==> config.mk <==
export PLATFORM = sky130hd
export DESIGN_NAME = ma_channel_scheduler
export DESIGN_NICKNAME = d
export VERILOG_FILES = /design/src/rtl/ma_channel_scheduler.sv
export SDC_FILE = /design/constraint.sdc
export NUM_CORES = 1
export LEC_CHECK = 0
export BUFFER_PORTS_ARGS = -buffer_cell sky130_fd_sc_hd__buf_2
export CORE_UTILIZATION = 40
export CTS_CLUSTER_SIZE = 28
export DETAILED_ROUTE_END_ITERATION = 6
export HOLD_SLACK_MARGIN = 0.03
export PLACE_DENSITY = 0.61
export SYNTH_ARGS = -nofsm -noshare
export SYNTH_HDL_FRONTEND = slang
export SYNTH_SLANG_ARGS = --single-unit
==> constraint.sdc <==
create_clock -name system1000 -period 10.85 [get_ports system1000]
set_clock_uncertainty 0.1 [all_clocks]
set_input_delay 2.17 -clock system1000 [delete_from_list [all_inputs] [get_ports system1000]]
set_output_delay 2.17 -clock system1000 [all_outputs]
set_load 0.02 [all_outputs]
==> src/rtl/ma_channel_scheduler.sv <==
// rtl/ma_channel_scheduler.sv - round-robin multi-channel moving-average scheduler (optional MA_SCHED_ROUND_EN)
module ma_channel_scheduler #(
    parameter int NUM_CH = 4,
    parameter int WINDOW = 4,
    parameter int DATA_W = 8
) (
    input  logic                        system1000,
    input  logic                        system1000_rst,
    input  logic [NUM_CH-1:0]           req_valid,
    input  logic [NUM_CH*DATA_W-1:0]    req_data,
    output logic [NUM_CH-1:0]           req_ready,
    output logic                        out_valid,
    output logic signed [DATA_W-1:0]    out_data,
    output logic [$clog2(NUM_CH)-1:0]   out_ch,
    input  logic                        out_ready
);
    localparam int CH_W  = $clog2(NUM_CH);
    localparam int WIN_W = $clog2(WINDOW);
    localparam int SUM_W = DATA_W + WIN_W + 1;

    logic signed [DATA_W-1:0] hist [NUM_CH][WINDOW];
    logic signed [SUM_W-1:0]  sum  [NUM_CH];
    logic [WIN_W-1:0]         wp   [NUM_CH];
    logic [CH_W-1:0]          last_grant;

    logic                     stall;
    logic                     found;
    logic [NUM_CH-1:0]        grant;
    logic [CH_W-1:0]          grant_idx;
    int                       idx;

    logic signed [DATA_W-1:0] sample;
    logic signed [DATA_W-1:0] oldest;
    logic signed [SUM_W-1:0]  sum_new;
    logic signed [DATA_W-1:0] avg;

    assign stall = out_valid && !out_ready;

    // Search starts just past the last winner so every requester is served within NUM_CH grants.
    always_comb begin
        grant     = '0;
        grant_idx = '0;
        found     = 1'b0;
        idx       = 0;
        if (!stall) begin
            for (int k = 1; k <= NUM_CH; k++) begin
                idx = (int'(last_grant) + k) % NUM_CH;
                if (!found && req_valid[idx]) begin
                    found          = 1'b1;
                    grant[idx]     = 1'b1;
                    grant_idx      = CH_W'(idx);
                end
            end
        end
    end

    assign req_ready = grant;

    assign sample  = req_data[grant_idx*DATA_W +: DATA_W];
    assign oldest  = hist[grant_idx][wp[grant_idx]];
    assign sum_new = sum[grant_idx]
                   + {{(SUM_W-DATA_W){sample[DATA_W-1]}}, sample}
                   - {{(SUM_W-DATA_W){oldest[DATA_W-1]}}, oldest};

`ifdef MA_SCHED_ROUND_EN
    localparam logic signed [SUM_W:0] MAX_V = (SUM_W+1)'((1 << (DATA_W-1)) - 1);
    localparam logic signed [SUM_W:0] MIN_V = (SUM_W+1)'(-(1 << (DATA_W-1)));

    logic signed [SUM_W:0] rnd;
    logic signed [SUM_W:0] rnd_sh;

    assign rnd    = {sum_new[SUM_W-1], sum_new} + (SUM_W+1)'(WINDOW/2);
    assign rnd_sh = rnd >>> WIN_W;

    always_comb begin
        avg = DATA_W'(rnd_sh);
        if (rnd_sh > MAX_V)
            avg = DATA_W'(MAX_V);
        else if (rnd_sh < MIN_V)
            avg = DATA_W'(MIN_V);
    end
`else
    // Average of in-range samples always fits DATA_W, so truncation is lossless.
    assign avg = DATA_W'(sum_new >>> WIN_W);
`endif

    always_ff @(posedge system1000) begin
        if (system1000_rst) begin
            for (int c = 0; c < NUM_CH; c++) begin
                for (int w = 0; w < WINDOW; w++)
                    hist[c][w] <= '0;
                sum[c] <= '0;
                wp[c]  <= '0;
            end
            last_grant <= CH_W'(NUM_CH-1);
            out_valid  <= 1'b0;
            out_data   <= '0;
            out_ch     <= '0;
        end else if (found) begin
            hist[grant_idx][wp[grant_idx]] <= sample;
            wp[grant_idx]                  <= wp[grant_idx] + 1'b1;
            sum[grant_idx]                 <= sum_new;
            last_grant                     <= grant_idx;
            out_valid                      <= 1'b1;
            out_data                       <= avg;
            out_ch                         <= grant_idx;
        end else if (out_valid && out_ready) begin
            out_valid <= 1'b0;
        end
    end
endmodule

==> impl_metrics.env, run 1 <==
export IMPL_netlist_top_cells_area="edfxtp_1 53%, nor2_1 7.3%, mux4_2 7.3%"
export IMPL_synth_seq_cells=189
export IMPL_rsz0062_at_grt="no"
export IMPL_yosysWarnings=0
export IMPL_n_antenna_cell=0
export IMPL_avgSynthCellArea_um2=11.8
export IMPL_grt_pass1_vias=6387
export IMPL_nFillCells=2225
export IMPL_cts_resized_gates=0
export IMPL_place_ws_ps=2180
export IMPL_grt_overflow_total=0
export IMPL_area_delta_synth_final_pct=10.5
export IMPL_synth_area_um2=9900
export IMPL_holdPathEnd="out_data[4]"
export IMPL_antenna_found_initial=0
export IMPL_gp_congestion=0.836
export IMPL_clock_path_buffers=2
export IMPL_grt_usage_pct=19.3
export IMPL_first_pass_iters=5
export IMPL_use_met1_pct=27.0
export IMPL_cts_tree="yes"
export IMPL_clk_pin_slew_worst_paths_ps=80
export IMPL_drive_gt1_share_pct=18.4
export IMPL_worstPathMaxFanout=40
export IMPL_grt_pass1_wl_mm=37.1
export IMPL_rr_startpoint="last_grant[0]"
export IMPL_cts_buffers=17
export IMPL_rows=57
export IMPL_hold_depth=2
export IMPL_synth_most_common_cell="nor2_1"
export IMPL_endpoint_kind="flip-flop"
export IMPL_drv_cap=0
export IMPL_ios=54
export IMPL_die_width_um=159
export IMPL_synthArstFlopShare_pct=0
export IMPL_post_cts_buffers=0
export IMPL_drt_iter0_markers=634
export IMPL_hold_viol_final=0
export IMPL_coreArea_um2=24300
export IMPL_period_share_pct=76.4
export IMPL_portBuffers=53
export IMPL_critPathLaunch="req_valid[2]"
export IMPL_r2r_slack_ps=2950
export IMPL_top_usage_layer="met2"
export IMPL_max_slew_margin_rel_pct=30.1
export IMPL_synthesis_nets=910
export IMPL_num_vias=6520
export IMPL_synth_top_area_share_pct=53.4
export IMPL_cp_data_arrival_time_ps=8350
export IMPL_vias_per_cell=5.38
export IMPL_insertion_delay_ps=440
export IMPL_hpwl_mm=15.7
export IMPL_fin_ws_ps=2560
export IMPL_nets=946
export IMPL_ys_seq_area_share_pct=56.0
export IMPL_critical_path_class="primary input to flip-flop"
export IMPL_ys_flop_type="edfxtp_1"
export IMPL_r2r_end="sum[2][8]"
export IMPL_final_setup_tns_ps=0
export IMPL_maxSlewViolCount=0
export IMPL_cts_hold_buf=0
export IMPL_synthTopCellsByCount="193 x nor2_1, 176 x edfxtp_1, 101 x nand2_1, 37 x nand3_1, 32 x mux4_2"
export IMPL_synthCells=839
export IMPL_hold_start="out_data[4]"
export IMPL_antenna_left=0
export IMPL_max_freq_mhz=121
export IMPL_status="finished, final reports clean"
export IMPL_drt_total_wl_mm=23.6
export IMPL_drcViolationCount=0
export IMPL_gr_usage_met3_pct=3.57
export IMPL_synth_top_cell_by_area="edfxtp_1"
export IMPL_die_area_um2=25400
export IMPL_cts_sinks=189
export IMPL_hold_path_class="flip-flop to flip-flop"
export IMPL_gr_usage_met2_pct=31.4
export IMPL_worst_pin_slew_ps=1050
export IMPL_initial_utilization_pct=40.7
export IMPL_cts_root_buf="clkbuf_16"
export IMPL_cp_start_kind="primary input"
export IMPL_synth_edff_count=176
export IMPL_yosysUniqueCellTypes=66
export IMPL_die_h_um=159
export IMPL_wl_per_cell_um=19.5
export IMPL_rr_worst_depth=21
export IMPL_setup_viol=0
export IMPL_h_tree_depth=4
export IMPL_min_period_ps=8290
export IMPL_worst_ep_required_time_ps=10920
export IMPL_grt_max_degree=41
## cell families after synthesis
logic type | synth area share [%]
mux | 10.8
fa+ha+maj | 4.72
simple gates | 17.8
xor+xnor | 0.796
buf+inv | 3.54
compound gates | 6.33
flops | 56.0
## stage by stage
stage | utilization (%) | cell area [µm²] | std cells | hold WS (ps)
after floorplan | - | 9900 | 839 | 419
after global placement | 42.7 | 10400 | 1180 | 332
after detailed placement | 42.7 | 10400 | 1180 | 334
after CTS | 45.0 | 10900 | 1212 | 349
after global routing | 45.0 | 10900 | 1212 | 380
final | 45.0 | 10900 | 1212 | 350
## cell type report
| type | count | area [µm²] | share of cell area [%] |
|---|---|---|---|
| flip-flops and latches | 189 | 5550 | 50.7 |
| inverters | 30 | 115 | 1.05 |
| repair buffers | 59 | 310 | 2.84 |
| well taps | 324 | 405 | 3.70 |
| clock inverters | 14 | 125 | 1.14 |
| multi-input cells | 578 | 4010 | 36.7 |
| clock buffers | 18 | 429 | 3.92 |
## critical path: stages
cell,delay (ps)
buf_2,140
mux4_2,650
or3_1,580
a21oi_4,870
buf_4,610
mux4_2,400
mux2i_1,230
mux2i_1,150
fa_1,540
inv_1,70
fa_1,470
a21o_1,200
a21oi_1,220
o21bai_1,90
a21oi_1,220
o21bai_1,100
a21oi_1,180
xor2_1,330
nor2_1,90
## layout by cell type (no fill, tap or decap), types with 7 or more instances in the layout
cell / count
nand3_1: 37
mux4_2: 32
clkbuf_16: 17
a21oi_1: 15
inv_1: 29
nand2_1: 100
edfxtp_1: 176
buf_2: 53
nor2_1: 192
ha_1: 23
fa_1: 9
dfxtp_1: 13
nand3_2: 8
mux2i_1: 27
and2_1: 7
and3_1: 7
nand2b_1: 19
o21ai_2: 9
## worst max-delay path by stage
stage	cells past startpoint	slack, ps	endpoint
after global routing	19	2230	sum[0][8]
after global placement	19	2260	sum[0][8]
final	19	2560	sum[2][8]
after detailed placement	19	2180	sum[2][8]
after CTS	19	2600	sum[2][8]
after floorplan	20	3740	out_data[7]
## per-layer routing
layer	vias up	part of all wire, %
met4	0	0.91
met1	3232	45
li1	3065	-
met3	13	5.6
met2	210	49
met5	-	0
## flip-flops by register name, indices dropped and copies added (netlist names)
register / count
last_grant: 2
out_valid: 1
wp: 8
hist: 128
sum: 40
out_data: 8
out_ch: 2
Power of run 1 is not shown: default switching activity piles up to over one toggle a cycle in this logic, so the estimate is an artifact.
==> run 2, diff against run 1 <==
Settings changed: ABC_AREA set to 1, PLACE_DENSITY 0.61 to 0.63.
Clock period 10.85 ns to 7.6 ns, I/O delays scaled along.
==> run 2 against run 1 <==
Clock-buffer cell count decreased by 1. Via count grew 20%. Register-to-register slack worse by 1700 ps. Die area grew 2.2%. Synthesized cell count is 38% higher. Wire length up 11%.
==> impl_metrics.env, run 2 <==
export IMPL_status="finished, final reports clean"
export IMPL_layout_commonest_cell="nand2_1"
export IMPL_max_freq_mhz=157
export IMPL_hold_depth=2
export IMPL_synth_area_mux_share_pct=0.0988
export IMPL_die_width_um=161
export IMPL_coreArea_um2=24600
export IMPL_drt_iter0_markers=758
export IMPL_netlist_top_cells_area="edfxtp_1 52%, nand2_1 14%, nor2_1 8.2%"
export IMPL_nets=1266
export IMPL_holdPathEnd="out_data[2]"
export IMPL_ys_seq_area_share_pct=54.8
export IMPL_grt_max_degree=49
export IMPL_rsz0062_at_grt="no"
export IMPL_n_antenna_cell=0
export IMPL_cts_buffers=17
export IMPL_synth_seq_cells=189
export IMPL_wl_per_cell_um=17.1
export IMPL_max_slew_margin_rel_pct=40.1
export IMPL_drive_gt1_share_pct=12.2
export IMPL_top_regs="hist (128), sum (40)"
export IMPL_synth_xor_area_share_pct=0.605
export IMPL_synthCells=1158
export IMPL_setup_viol=0
export IMPL_post_cts_buffers=0
export IMPL_die_h_um=161
export IMPL_use_met1_pct=29.0
export IMPL_gr_usage_met3_pct=4.11
export IMPL_vias_per_cell=5.09
export IMPL_rr_startpoint="last_grant[0]"
export IMPL_cts_root_buf="clkbuf_16"
export IMPL_initial_utilization_pct=41.2
export IMPL_maxSlewViolCount=0
export IMPL_clk_pin_slew_worst_paths_ps=80
export IMPL_antenna_left=0
export IMPL_portBuffers=53
export IMPL_crit_top_cell="nand2_1"
export IMPL_area_delta_synth_final_pct=10.4
export IMPL_gp_congestion=0.933
export IMPL_synth_most_common_cell="nand2_1"
export IMPL_hpwl_mm=17.6
export IMPL_insertion_delay_ps=450
export IMPL_fin_hold_ws_ps=349
export IMPL_die_area_um2=26000
export IMPL_synthTopCellsByCount="391 x nand2_1, 222 x nor2_1, 176 x edfxtp_1, 91 x inv_1, 72 x nand3_1"
export IMPL_ios=54
export IMPL_hold_path_class="flip-flop to flip-flop"
export IMPL_cts_resized_gates=0
export IMPL_synth_edff_count=176
export IMPL_min_period_ps=6360
export IMPL_first_pass_iters=5
export IMPL_antenna_found_initial=0
export IMPL_worstPathMaxFanout=39
export IMPL_cpMaxStageDelayCell="dfxtp_1"
export IMPL_synth_top_cell_by_area="edfxtp_1"
export IMPL_synth_top_area_share_pct=52.2
export IMPL_synth_simple_area_share_pct=29.4
export IMPL_ys_flop_type="edfxtp_1"
export IMPL_synthesis_nets=1229
export IMPL_hold_start="out_data[2]"
export IMPL_yosysWarnings=0
export IMPL_grt_usage_pct=21.2
export IMPL_drcViolationCount=0
export IMPL_nFillCells=2425
export IMPL_synth_fa_ha_area_share_pct=4.62
export IMPL_layout_common_cells="391 x nand2_1, 222 x nor2_1, 176 x edfxtp_1"
export IMPL_avgSynthCellArea_um2=8.75
export IMPL_rows=57
export IMPL_synth_area_um2=10100
export IMPL_endpoint_kind="flip-flop"
export IMPL_critical_path_max_stage_delay_ps=680
export IMPL_grt_pass1_vias=7489
export IMPL_drt_total_wl_mm=26.1
export IMPL_period_share_pct=83.6
export IMPL_num_vias=7796
export IMPL_drv_cap=0
export IMPL_utilization_pct=45.5
export IMPL_synth_compound_area_share_pct=3.87
export IMPL_cp_start_kind="flip-flop"
export IMPL_fin_ws_ps=1240
export IMPL_rr_worst_depth=35
export IMPL_grt_pass1_wl_mm=41.7
export IMPL_gr_usage_met2_pct=33.9
export IMPL_cts_tree="yes"
export IMPL_yosysUniqueCellTypes=40
export IMPL_grt_overflow_total=0
export IMPL_r2r_slack_ps=1240
export IMPL_place_ws_ps=838
export IMPL_critical_path_class="flip-flop to flip-flop"
export IMPL_clock_path_buffers=2
export IMPL_final_setup_tns_ps=0
export IMPL_r2r_end="sum[0][8]"
export IMPL_worst_pin_slew_ps=897
export IMPL_cts_sinks=189
export IMPL_largest_reg_flops=128
export IMPL_cts_hold_buf=0
export IMPL_top_usage_layer="met2"
export IMPL_hold_viol_final=0
export IMPL_cp_data_arrival_time_ps=6430
export IMPL_regMostFlops="hist"
export IMPL_worst_ep_required_time_ps=7670
export IMPL_h_tree_depth=4
export IMPL_synthArstFlopShare_pct=0
export IMPL_synth_top_family_by_area="simple AND/OR/NAND/NOR gates"
-- run 2: cell count changes after synthesis, sizes merged, moves of 20 or more --
cell / delta
nor2: +31
inv: +70
mux4: -32
nand3: +30
nand2b: -20
mux2i: -27
nand2: +312
-- run 2: per-layer routing --
layer / wire, µm / share of wire, %
met1: 11400 / 44
met5: 0 / 0
met4: 420 / 1.6
met3: 2020 / 7.7
met2: 12300 / 47
-- run 2: through the flow --
step           cell area, µm²  cells
2_1_floorplan           10100   1158
5_1_grt                 11200   1532
3_5_place_dp            10600   1500
6_report                11200   1532
4_1_cts                 11200   1532
3_3_place_gp            10600   1500
-- run 2: how the worst max path moves through the flow --
stage | startpoint | to | slack (ps) | depth (start not counted)
after floorplan | req_valid[0] | sum[1][8] | 2040 | 31
after global placement | req_valid[0] | sum[2][8] | 970 | 34
after detailed placement | req_valid[0] | sum[0][8] | 840 | 33
after CTS | last_grant[0] | sum[0][8] | 1260 | 33
after global routing | last_grant[0] | sum[2][9] | 640 | 30
final | last_grant[0] | sum[0][8] | 1240 | 35
-- run 2: layout make-up --
type | instances | area, µm² | area share, %
Sequential cell | 189 | 5550 | 49.6
Multi-Input combinational cell | 823 | 3920 | 35.0
Clock buffer | 17 | 425 | 3.80
Tap cell | 324 | 405 | 3.62
Inverter | 100 | 380 | 3.40
Timing Repair Buffer | 64 | 348 | 3.11
Clock inverter | 15 | 164 | 1.47
-- run 2: logic make-up after synthesis --
kind of cell | count (synthesis)
AO/OA/AOI/OAI | 54
XOR/XNOR | 7
adder cells (fa/ha/maj) | 32
buffers and inverters | 146
flip-flops | 189
multiplexers | 1
AND/OR/NAND/NOR | 729
-- run 2: worst max-delay path: cells and delay by family (launching register included) --
kind | cells | cell delay [ps]
buffers and inverters | 8 | 1020
adders and majority gates | 3 | 1430
AOI/OAI and AO/OA | 4 | 570
DFF | 1 | 680
and+or+nand+nor | 20 | 2250
Power of run 2 is left out for the same reason.
==> run 3, diff against run 2 <==
Settings changed: PLACE_DENSITY 0.63 to 0.61.
Clock period 7.6 ns to 6 ns, I/O delays scaled along.
==> run 3 against run 2 <==
Final area rose by 2.4%. Hold slack improved by 1.2 ps. Final cell count rose by 2.0%. Critical path depth fell by 6. Die area did not move. First-iteration DRC count fell by 7.4%. Non-clock buffer count rose by 30. Via count rose by 1.1%.
==> impl_metrics.env, run 3 (same netlist as run 2, synthesis figures left out) <==
export IMPL_grt_pass1_vias=7655
export IMPL_cts_root_buf="clkbuf_16"
export IMPL_nets=1296
export IMPL_final_setup_tns_ps=0
export IMPL_ios=54
export IMPL_num_vias=7881
export IMPL_cts_tree="yes"
export IMPL_crit_top_cell="nand2_1"
export IMPL_cp_start_kind="primary input"
export IMPL_top_regs="hist (128), sum (40)"
export IMPL_grt_pass1_wl_mm=41.5
export IMPL_h_tree_depth=4
export IMPL_status="finished, final reports clean"
export IMPL_critical_path_max_stage_delay_ps=550
export IMPL_endpoint="sum[1][8]"
export IMPL_layout_commonest_cell="nand2_1"
export IMPL_rsz0062_at_grt="no"
export IMPL_period_share_pct=91.9
export IMPL_worst_pin_slew_ps=987
export IMPL_drcViolationCount=0
export IMPL_first_pass_iters=6
export IMPL_area_delta_synth_final_pct=13.1
export IMPL_grt_overflow_total=0
export IMPL_layout_common_cells="391 x nand2_1, 222 x nor2_1, 176 x edfxtp_1"
export IMPL_die_h_um=161
export IMPL_drt_total_wl_mm=26.5
export IMPL_max_slew_margin_rel_pct=34.1
export IMPL_wl_per_cell_um=16.9
export IMPL_critical_path_class="primary input to flip-flop"
export IMPL_regMostFlops="hist"
export IMPL_endpoint_kind="flip-flop"
export IMPL_rr_startpoint="last_grant[0]"
export IMPL_worstPathMaxFanout=18
export IMPL_r2r_end="sum[1][8]"
export IMPL_min_period_ps=5520
export IMPL_rows=57
export IMPL_n_antenna_cell=0
export IMPL_clk_pin_slew_worst_paths_ps=80
export IMPL_setup_viol=0
export IMPL_post_cts_buffers=0
export IMPL_drv_cap=0
export IMPL_clock_path_buffers=2
export IMPL_drive_gt1_share_pct=14.3
export IMPL_drt_iter0_markers=702
export IMPL_grt_usage_pct=21.1
export IMPL_hpwl_mm=18.2
export IMPL_die_area_um2=26000
export IMPL_insertion_delay_ps=440
export IMPL_antenna_found_initial=0
export IMPL_vias_per_cell=5.05
export IMPL_cp_data_arrival_time_ps=5600
export IMPL_die_width_um=161
export IMPL_gp_congestion=0.845
export IMPL_largest_reg_flops=128
export IMPL_initial_utilization_pct=41.2
export IMPL_maxSlewViolCount=0
export IMPL_cpMaxStageDelayCell="fa_1"
export IMPL_antenna_left=0
export IMPL_cts_resized_gates=0
export IMPL_cts_buffers=17
export IMPL_hold_path_class="flip-flop to flip-flop"
export IMPL_hold_viol_final=0
export IMPL_portBuffers=53
export IMPL_critPathLaunch="req_valid[0]"
export IMPL_cts_sinks=189
export IMPL_rr_worst_depth=29
export IMPL_r2r_slack_ps=520
export IMPL_grt_max_degree=32
export IMPL_worst_ep_required_time_ps=6080
export IMPL_cts_hold_buf=0
export IMPL_max_freq_mhz=181
export IMPL_coreArea_um2=24600
-- run 3: layout make-up --
type	instances	area [µm²]
fill	2368	13200
sequential	189	5550
multi-input combinational	823	3920
timing repair buffer	94	598
clock buffer	19	464
tap	324	405
inverter	100	380
clock inverter	13	143
-- run 3: worst max-delay path, delay by kind of cell --
family / cells / cell delay [ps]
compound gates: 5 / 1110
fa+ha+maj: 2 / 870
buf+inv: 5 / 530
simple gates: 17 / 1880
-- run 3: through the flow --
step / area [µm²] / util (%) / hold slack (ps) / setup WS [ps] / std cells
detailed placement: 10800 / 44.1 / 331 / 150 / 1530
CTS: 11500 / 46.5 / 356 / 568 / 1562
finish: 11500 / 46.5 / 350 / 484 / 1562
global route: 11500 / 46.5 / 387 / 65.0 / 1562
floorplan: 10100 / - / 426 / 758 / 1158
global placement: 10800 / 44.1 / 325 / 207 / 1530
-- run 3: metal layers --
layer  wire, µm  GRT usage, %  up-vias
li1           -             -     3850
met1      11600          27.5     3740
met2      12700          35.0      245
met3       1420          3.39       46
met4        714          8.40        0
met5          0             0        -
-- run 3: how the worst min path moves through the flow --
| stage | startpoint | endpoint | slack [ps] | cells after the start |
|---|---|---|---|---|
| floorplan | out_data[0] | out_data[0] | 430 | 2 |
| global placement | out_data[3] | out_data[3] | 320 | 2 |
| detailed placement | out_data[3] | out_data[3] | 330 | 2 |
| CTS | out_data[4] | out_data[4] | 360 | 2 |
| global route | out_data[1] | out_data[1] | 390 | 2 |
| finish | out_data[3] | out_data[3] | 350 | 2 |
Power of run 3 is left out for the same reason.
